**src/rtl/match_controller.sv**
```systemverilog
// Match flow for two fighters: health, round timer, round wins, phases.
// Drives freeze/round_reset to player logic and HUD values to the renderer.
module match_controller #(
  parameter int HEALTH_DEPTH  = 8,
  parameter int MAX_HEALTH    = 100,
  parameter int HIT_DAMAGE    = 10,
  parameter int TIMER_DEPTH   = 13,
  parameter int ROUND_FRAMES  = 5400,
  parameter int INTRO_FRAMES  = 120,
  parameter int END_FRAMES    = 180,
  parameter int ROUNDS_TO_WIN = 2,
  parameter int WIN_DEPTH     = 2
) (
  input  logic                    sys_clk,
  input  logic                    rst,
  input  logic                    frame_tick,
  input  logic                    start,
  input  logic                    p1_connects,
  input  logic                    p2_connects,
  output logic [HEALTH_DEPTH-1:0] p1_health,
  output logic [HEALTH_DEPTH-1:0] p2_health,
  output logic [TIMER_DEPTH-1:0]  round_timer,
  output logic [WIN_DEPTH-1:0]    p1_wins,
  output logic [WIN_DEPTH-1:0]    p2_wins,
  output logic [2:0]              phase,
  output logic                    freeze,
  output logic                    round_reset,
  output logic [1:0]              match_winner
);

  localparam logic [2:0] PH_IDLE  = 3'd0;
  localparam logic [2:0] PH_INTRO = 3'd1;
  localparam logic [2:0] PH_FIGHT = 3'd2;
  localparam logic [2:0] PH_END   = 3'd3;
  localparam logic [2:0] PH_MATCH = 3'd4;

  localparam int CNT_MAX =
    (INTRO_FRAMES > END_FRAMES) ? INTRO_FRAMES : END_FRAMES;
  localparam int CNT_W = $clog2(CNT_MAX + 1);

  localparam logic [CNT_W-1:0] INTRO_LAST =
    CNT_W'(INTRO_FRAMES - 1);
  localparam logic [CNT_W-1:0] END_LAST =
    CNT_W'(END_FRAMES - 1);
  localparam logic [CNT_W-1:0] CNT_ONE = CNT_W'(1);

  localparam logic [HEALTH_DEPTH-1:0] HP_FULL =
    HEALTH_DEPTH'(MAX_HEALTH);
  localparam logic [HEALTH_DEPTH-1:0] HP_HIT =
    HEALTH_DEPTH'(HIT_DAMAGE);
  localparam logic [TIMER_DEPTH-1:0] T_FULL =
    TIMER_DEPTH'(ROUND_FRAMES);
  localparam logic [TIMER_DEPTH-1:0] T_ONE =
    TIMER_DEPTH'(1);
  localparam logic [WIN_DEPTH-1:0] W_GOAL =
    WIN_DEPTH'(ROUNDS_TO_WIN);
  localparam logic [WIN_DEPTH-1:0] W_ONE = WIN_DEPTH'(1);
  localparam logic [WIN_DEPTH-1:0] W_MAX = '1;

  logic [2:0]              r_phase;
  logic [2:0]              w_phase_nxt;
  logic [CNT_W-1:0]        r_cnt;
  logic [HEALTH_DEPTH-1:0] r_p1_hp;
  logic [HEALTH_DEPTH-1:0] r_p2_hp;
  logic [TIMER_DEPTH-1:0]  r_timer;
  logic [WIN_DEPTH-1:0]    r_p1_wins;
  logic [WIN_DEPTH-1:0]    r_p2_wins;
  logic [1:0]              r_winner;
  logic                    r_freeze;
  logic                    r_round_reset;
  logic                    r_start_q;
  logic                    r_p1c_q;
  logic                    r_p2c_q;

  logic w_start_edge;
  logic w_p1_hit;
  logic w_p2_hit;
  logic w_round_over;
  logic w_intro_done;
  logic w_end_done;
  logic w_match_won;

  logic w_enter_intro;
  logic w_enter_end;
  logic w_clear_wins;
  logic w_fight_live;
  logic w_award_p1;
  logic w_award_p2;
  logic w_set_winner;
  logic w_cnt_run;

  function automatic logic [HEALTH_DEPTH-1:0] f_dmg(
    input logic [HEALTH_DEPTH-1:0] hp
  );
    return (32'(hp) > HIT_DAMAGE) ? hp - HP_HIT : '0;
  endfunction

  assign w_start_edge = start & ~r_start_q;
  assign w_p1_hit     = p1_connects & ~r_p1c_q;
  assign w_p2_hit     = p2_connects & ~r_p2c_q;

  // End check looks at registered values, one cycle after the update
  assign w_round_over = (r_p1_hp == '0) | (r_p2_hp == '0) |
                        (r_timer == '0);
  assign w_intro_done = frame_tick & (r_cnt == INTRO_LAST);
  assign w_end_done   = frame_tick & (r_cnt == END_LAST);
  assign w_match_won  = (r_p1_wins == W_GOAL) |
                        (r_p2_wins == W_GOAL);

  always_ff @(posedge sys_clk or negedge rst) begin
    if (!rst) begin
      r_phase <= PH_IDLE;
    end else begin
      r_phase <= w_phase_nxt;
    end
  end

  always_comb begin
    w_phase_nxt = r_phase;
    unique case (r_phase)
      PH_IDLE:  if (w_start_edge) w_phase_nxt = PH_INTRO;
      PH_INTRO: if (w_intro_done) w_phase_nxt = PH_FIGHT;
      PH_FIGHT: if (w_round_over) w_phase_nxt = PH_END;
      PH_END:
        if (w_end_done)
          w_phase_nxt = w_match_won ? PH_MATCH : PH_INTRO;
      PH_MATCH: if (w_start_edge) w_phase_nxt = PH_INTRO;
      default:  w_phase_nxt = PH_IDLE;
    endcase
  end

  always_comb begin
    w_enter_intro = 1'b0;
    w_enter_end   = 1'b0;
    w_clear_wins  = 1'b0;
    w_fight_live  = 1'b0;
    w_award_p1    = 1'b0;
    w_award_p2    = 1'b0;
    w_set_winner  = 1'b0;
    w_cnt_run     = 1'b0;
    unique case (r_phase)
      PH_IDLE, PH_MATCH: begin
        w_clear_wins  = w_start_edge;
        w_enter_intro = w_start_edge;
      end
      PH_INTRO: w_cnt_run = frame_tick;
      PH_FIGHT: begin
        w_enter_end  = w_round_over;
        w_fight_live = ~w_round_over;
        w_award_p1   = w_round_over & (r_p1_hp > r_p2_hp);
        w_award_p2   = w_round_over & (r_p2_hp > r_p1_hp);
      end
      PH_END: begin
        w_cnt_run     = frame_tick;
        w_set_winner  = w_end_done & w_match_won;
        w_enter_intro = w_end_done & ~w_match_won;
      end
      default: ;
    endcase
  end

  always_ff @(posedge sys_clk or negedge rst) begin
    if (!rst) begin
      r_start_q     <= 1'b0;
      r_p1c_q       <= 1'b0;
      r_p2c_q       <= 1'b0;
      r_freeze      <= 1'b1;
      r_round_reset <= 1'b0;
    end else begin
      r_start_q     <= start;
      r_p1c_q       <= p1_connects;
      r_p2c_q       <= p2_connects;
      r_freeze      <= (w_phase_nxt != PH_FIGHT);
      r_round_reset <= w_enter_intro;
    end
  end

  always_ff @(posedge sys_clk or negedge rst) begin
    if (!rst) begin
      r_cnt <= '0;
    end else if (w_enter_intro | w_enter_end) begin
      r_cnt <= '0;
    end else if (w_cnt_run) begin
      r_cnt <= r_cnt + CNT_ONE;
    end
  end

  always_ff @(posedge sys_clk or negedge rst) begin
    if (!rst) begin
      r_p1_hp <= HP_FULL;
      r_p2_hp <= HP_FULL;
    end else if (w_enter_intro) begin
      r_p1_hp <= HP_FULL;
      r_p2_hp <= HP_FULL;
    end else if (w_fight_live) begin
      if (w_p2_hit) r_p1_hp <= f_dmg(r_p1_hp);
      if (w_p1_hit) r_p2_hp <= f_dmg(r_p2_hp);
    end
  end

  always_ff @(posedge sys_clk or negedge rst) begin
    if (!rst) begin
      r_timer <= T_FULL;
    end else if (w_enter_intro) begin
      r_timer <= T_FULL;
    end else if (w_fight_live & frame_tick & (r_timer != '0)) begin
      r_timer <= r_timer - T_ONE;
    end
  end

  always_ff @(posedge sys_clk or negedge rst) begin
    if (!rst) begin
      r_p1_wins <= '0;
      r_p2_wins <= '0;
    end else if (w_clear_wins) begin
      r_p1_wins <= '0;
      r_p2_wins <= '0;
    end else begin
      if (w_award_p1 & (r_p1_wins != W_MAX))
        r_p1_wins <= r_p1_wins + W_ONE;
      if (w_award_p2 & (r_p2_wins != W_MAX))
        r_p2_wins <= r_p2_wins + W_ONE;
    end
  end

  always_ff @(posedge sys_clk or negedge rst) begin
    if (!rst) begin
      r_winner <= 2'b00;
    end else if (w_clear_wins) begin
      r_winner <= 2'b00;
    end else if (w_set_winner) begin
      r_winner <= (r_p1_wins == W_GOAL) ? 2'b01 : 2'b10;
    end
  end

  assign p1_health    = r_p1_hp;
  assign p2_health    = r_p2_hp;
  assign round_timer  = r_timer;
  assign p1_wins      = r_p1_wins;
  assign p2_wins      = r_p2_wins;
  assign phase        = r_phase;
  assign freeze       = r_freeze;
  assign round_reset  = r_round_reset;
  assign match_winner = r_winner;

endmodule
```
**config.mk**
```make
export PLATFORM = sky130hd
export DESIGN_NAME = match_controller
export DESIGN_NICKNAME = d
export VERILOG_FILES = /design/src/rtl/match_controller.sv
export SDC_FILE = /design/constraint.sdc
export NUM_CORES = 1
export LEC_CHECK = 0
export CAP_MARGIN = 30
export CORE_ASPECT_RATIO = 0.7
export CORE_UTILIZATION = 38
export DETAILED_ROUTE_END_ITERATION = 6
export DONT_BUFFER_PORTS = 1
export PLACE_DENSITY = 0.63
export SKIP_LAST_GASP = 1
export SLEW_MARGIN = 30
export SYNTH_ARGS = -nofsm -noshare
export SYNTH_HDL_FRONTEND = slang
export SYNTH_SLANG_ARGS = --single-unit
```
**constraint.sdc**
```tcl
create_clock -name sys_clk -period 2.7 [get_ports sys_clk]
set_input_delay 0.54 -clock sys_clk [delete_from_list [all_inputs] [get_ports sys_clk]]
set_output_delay 0.54 -clock sys_clk [all_outputs]
set_load 0.02 [all_outputs]
```
==> results.py <==
metrics = {
    "yosys": {
        "yosys.area.top_type": "dfrtp_1",
        "avgSynthCellArea_um2": 9.47,
        "ys_seq_area_share_pct": 43.9,
        "synth_xor_area_share_pct": 3.40,
        "synth.area.mux_share_pct": 0.354,
        "synth_top_family_by_area": "simple AND/OR/NAND/NOR gates",
        "synthAdderAreaFrac_pct": 7.07,
        "synth_top_area_share_pct": 32.7,
        "synth_edf_count": 0,
        "synth_area_leaders": "dfrtp_1, dfstp_2, ha_1",
        "yosysMostFrequentCell": "dfrtp_1",
        "netlist_top_cells_count": "dfrtp_1, nand2_1, a21oi_1",
        "synth-warning-count": 0,
        "ys_seq_elements": 49,
        "netlist_instances": 299,
        "synth_cell_type_count": 55,
        "synth_compound_area_share_pct": 15.7,
        "ys.flop_type": "dfrtp_1",
        "yosys.area_share.simple_pct": 25.4,
        "ys_async_sr_fraction_pct": 100,
        "syn_area_um2": 2830,
    },
    "clocking": {
        "postCtsSetupRepairBufs": 0,
        "postCtsHoldBufs": 1,
        "clkSinkCount": 49,
        "cts_tree": "yes",
        "clk_latency_ns": 0.31,
        "cts_made_buffers": 5,
        "cts-resized-gates": 0,
        "clkSlewWorstSetupHoldPaths_ns": 0.10,
        "htree_levels": 2,
        "cts-root-buf": "clkbuf_8",
        "cts_buffer_depth": 2,
    },
    "die": {
        "fp.dieH_um": 74.2,
        "initial_core_util_pct": 40.6,
        "die_x_um": 105,
        "die_area_um2": 7800,
        "coreArea_um2": 6980,
        "boundaryPins": 46,
        "row_count": 25,
    },
    "timing": {
        "fin_ws_ns": 0.221,
        "final.setup.tns_ns": 0,
        "holdWs_ns": 0.0599,
        "finalCritPeriodShare_pct": 91.8,
        "finalHoldViolCount": 0,
        "min_period_ns": 2.48,
        "clock.fmax_mhz": 403,
        "finClkSkew_ns": 0.00540,
        "rsz0062_at_grt": "no",
        "slew_viol_final": 0,
        "setup_viol": 0,
        "maxSlewHeadroom_pct": 54.2,
        "tightest_slew_ns": 0.681,
    },
    "pwr": {
        "power_density_nw_per_um2": 526,
        "leakagePower_nw": 1.29,
        "ir_drop_uv": 279,
    },
    "place": {
        "place_congestion": 0.855,
        "placed_cell_area_um2": 2990,
        "place_ws_ns": 0.269,
        "port_buffers": 0,
        "dp_hpwl_um": 5030,
    },
    "layout": {
        "final_nets": 331,
        "drive_above_1_share_pct": 11.6,
        "diodes": 0,
        "final_util_pct": 44.8,
        "fin_area_um2": 3130,
        "syn2layout_area_growth_pct": 10.4,
    },
    "grt": {
        "grt_pass1_vias": 2217,
        "grt.overflow.total": 0,
        "antenna_found_initial": 0,
        "grt_pass1_wl_um": 11500,
        "grt_max_degree": 38,
        "grt.total_usage_pct": 19.2,
    },
    "worst_setup_path": {
        "arrival_ns": 2.72,
        "critPathLaunch": "round_timer[0]$_DFFE_PN0P_",
        "crit_cells": 7,
        "path_class": "register to register",
        "rr_worst_depth": 7,
        "endpoint_kind": "register",
        "required_ns": 2.94,
        "cp_max_fo": 10,
        "start_kind": "register",
        "cp-endpoint": "p1_wins[0]$_DFFE_PN0P_",
        "cp_cell_sequence": "inv_1 -> ha_1 -> nor4b_2 -> and4_1 -> o21ai_1 -> or4_1 -> a21oi_1",
        "cp_top_family": "simple AND/OR/NAND/NOR gates",
        "slowest_stage": "or4_1",
        "cpPeakStageDelay_ns": 0.51,
        "r2r_setup_slack_ns": 0.22,
        "reg2reg_to": "p1_wins[0]$_DFFE_PN0P_",
        "rr_startpoint": "round_timer[0]$_DFFE_PN0P_",
        "cp.buffers_inverters": 1,
    },
    "detailed_routing": {
        "ant_nets": 0,
        "routed_via_density": 5.83,
        "num_vias": 2356,
        "dr.pass1.iters": 4,
        "drt-wirelength-per-cell_um": 17.3,
        "drcViolationCount": 0,
        "routed_wl_um": 7010,
        "drt_iter0_drc": 134,
    },
    "run": {
        "cap_viol_max_count": 0,
    },
    "outcome": {
        "status": "finished clean",
    },
    "worst_hold_path": {
        "min_path_type": "input port to async pin",
    },
}
-- logic make-up after synthesis --
logic type               after synthesis
AND/OR/NAND/NOR                      127
AO/OA/AOI/OAI                         67
other                                  1
multiplexers                           1
buffers and inverters                 27
adder cells (fa/ha/maj)               16
XOR/XNOR                              11
flip-flops                            49
-- worst min-delay path by stage --
| stage | from | to | cells after the start |
|---|---|---|---|
| 2_1_floorplan | rst | match_winner[0]$_DFFE_PN0P_ | 0 |
| 3_3_place_gp | rst | p2_health[4]$_DFFE_PN0P_ | 0 |
| 3_5_place_dp | rst | p2_health[4]$_DFFE_PN0P_ | 0 |
| 4_1_cts | rst | freeze$_DFF_PN1_ | 0 |
| 5_1_grt | rst | p2_health[2]$_DFFE_PN1P_ | 0 |
| 6_report | rst | p2_health[2]$_DFFE_PN1P_ | 0 |
-- final cells by class --
| type | instances | area [µm²] |
|---|---|---|
| inverters | 18 | 67.6 |
| fillers | 677 | 3850 |
| clock buffers | 6 | 82.6 |
| multi-input cells | 224 | 1480 |
| clock inverters | 2 | 37.5 |
| repair buffers | 11 | 95.1 |
| flip-flops and latches | 49 | 1240 |
| well taps | 94 | 118 |
-- worst register-to-register path: stages (launching register included) --
cell and delay [ns]:
dfrtp_1 0.39, inv_1 0.08, ha_1 0.21, nor4b_2 0.34, and4_1 0.50, o21ai_1 0.23, or4_1 0.51, a21oi_1 0.15
-- flip-flops by register name (all words and copies together) (netlist names), 2 cells and up --
signal / flops
match_winner: 2
p1_health: 7
p1_wins: 2
p2_health: 7
p2_wins: 2
phase: 3
r_cnt: 8
round_timer: 13
-- power by group --
group          internal [W]  switching (W)
clock              0.000302       0.000267
sequential         0.000799      0.0000885
combinational     0.0000859       0.000104
-- through the flow --
| stage | total power, W | std cells |
|---|---|---|
| after floorplan | 0.00103 | 300 |
| after global placement | 0.00107 | 395 |
| after detailed placement | 0.00108 | 395 |
| after CTS | 0.00166 | 404 |
| after global routing | 0.00172 | 404 |
| final | 0.00165 | 404 |
-- metal layers --
metal | part of all wire, % | GRT usage, %
met1 | 50 | 27.1
met4 | 1.1 | 5.63
met3 | 7.9 | 6.40
met2 | 41 | 28.3
met5 | 0 | 0
-- layout by cell type, fill, tap and decap left out, types with 3 or more instances in the layout --
| cell | n |
|---|---|
| a21oi_1 | 19 |
| buf_4 | 10 |
| clkbuf_8 | 6 |
| dfrtp_1 | 37 |
| dfstp_2 | 12 |
| ha_1 | 16 |
| inv_1 | 17 |
| nand2_1 | 26 |
| nand2b_1 | 5 |
| nand3_1 | 13 |
| nand3b_1 | 3 |
| nand4_1 | 6 |
| nor2_1 | 18 |
| nor2b_1 | 4 |
| nor3_1 | 14 |
| nor4_1 | 6 |
| o211ai_1 | 3 |
| o21a_1 | 4 |
| o21ai_0 | 11 |
| o311ai_0 | 4 |
| o31ai_1 | 4 |
| o41ai_1 | 4 |
| or3_1 | 8 |
| or4_1 | 11 |
| or4b_1 | 3 |
| xnor2_1 | 9 |
No activity file was read; power rests on OpenSTA's default activity.
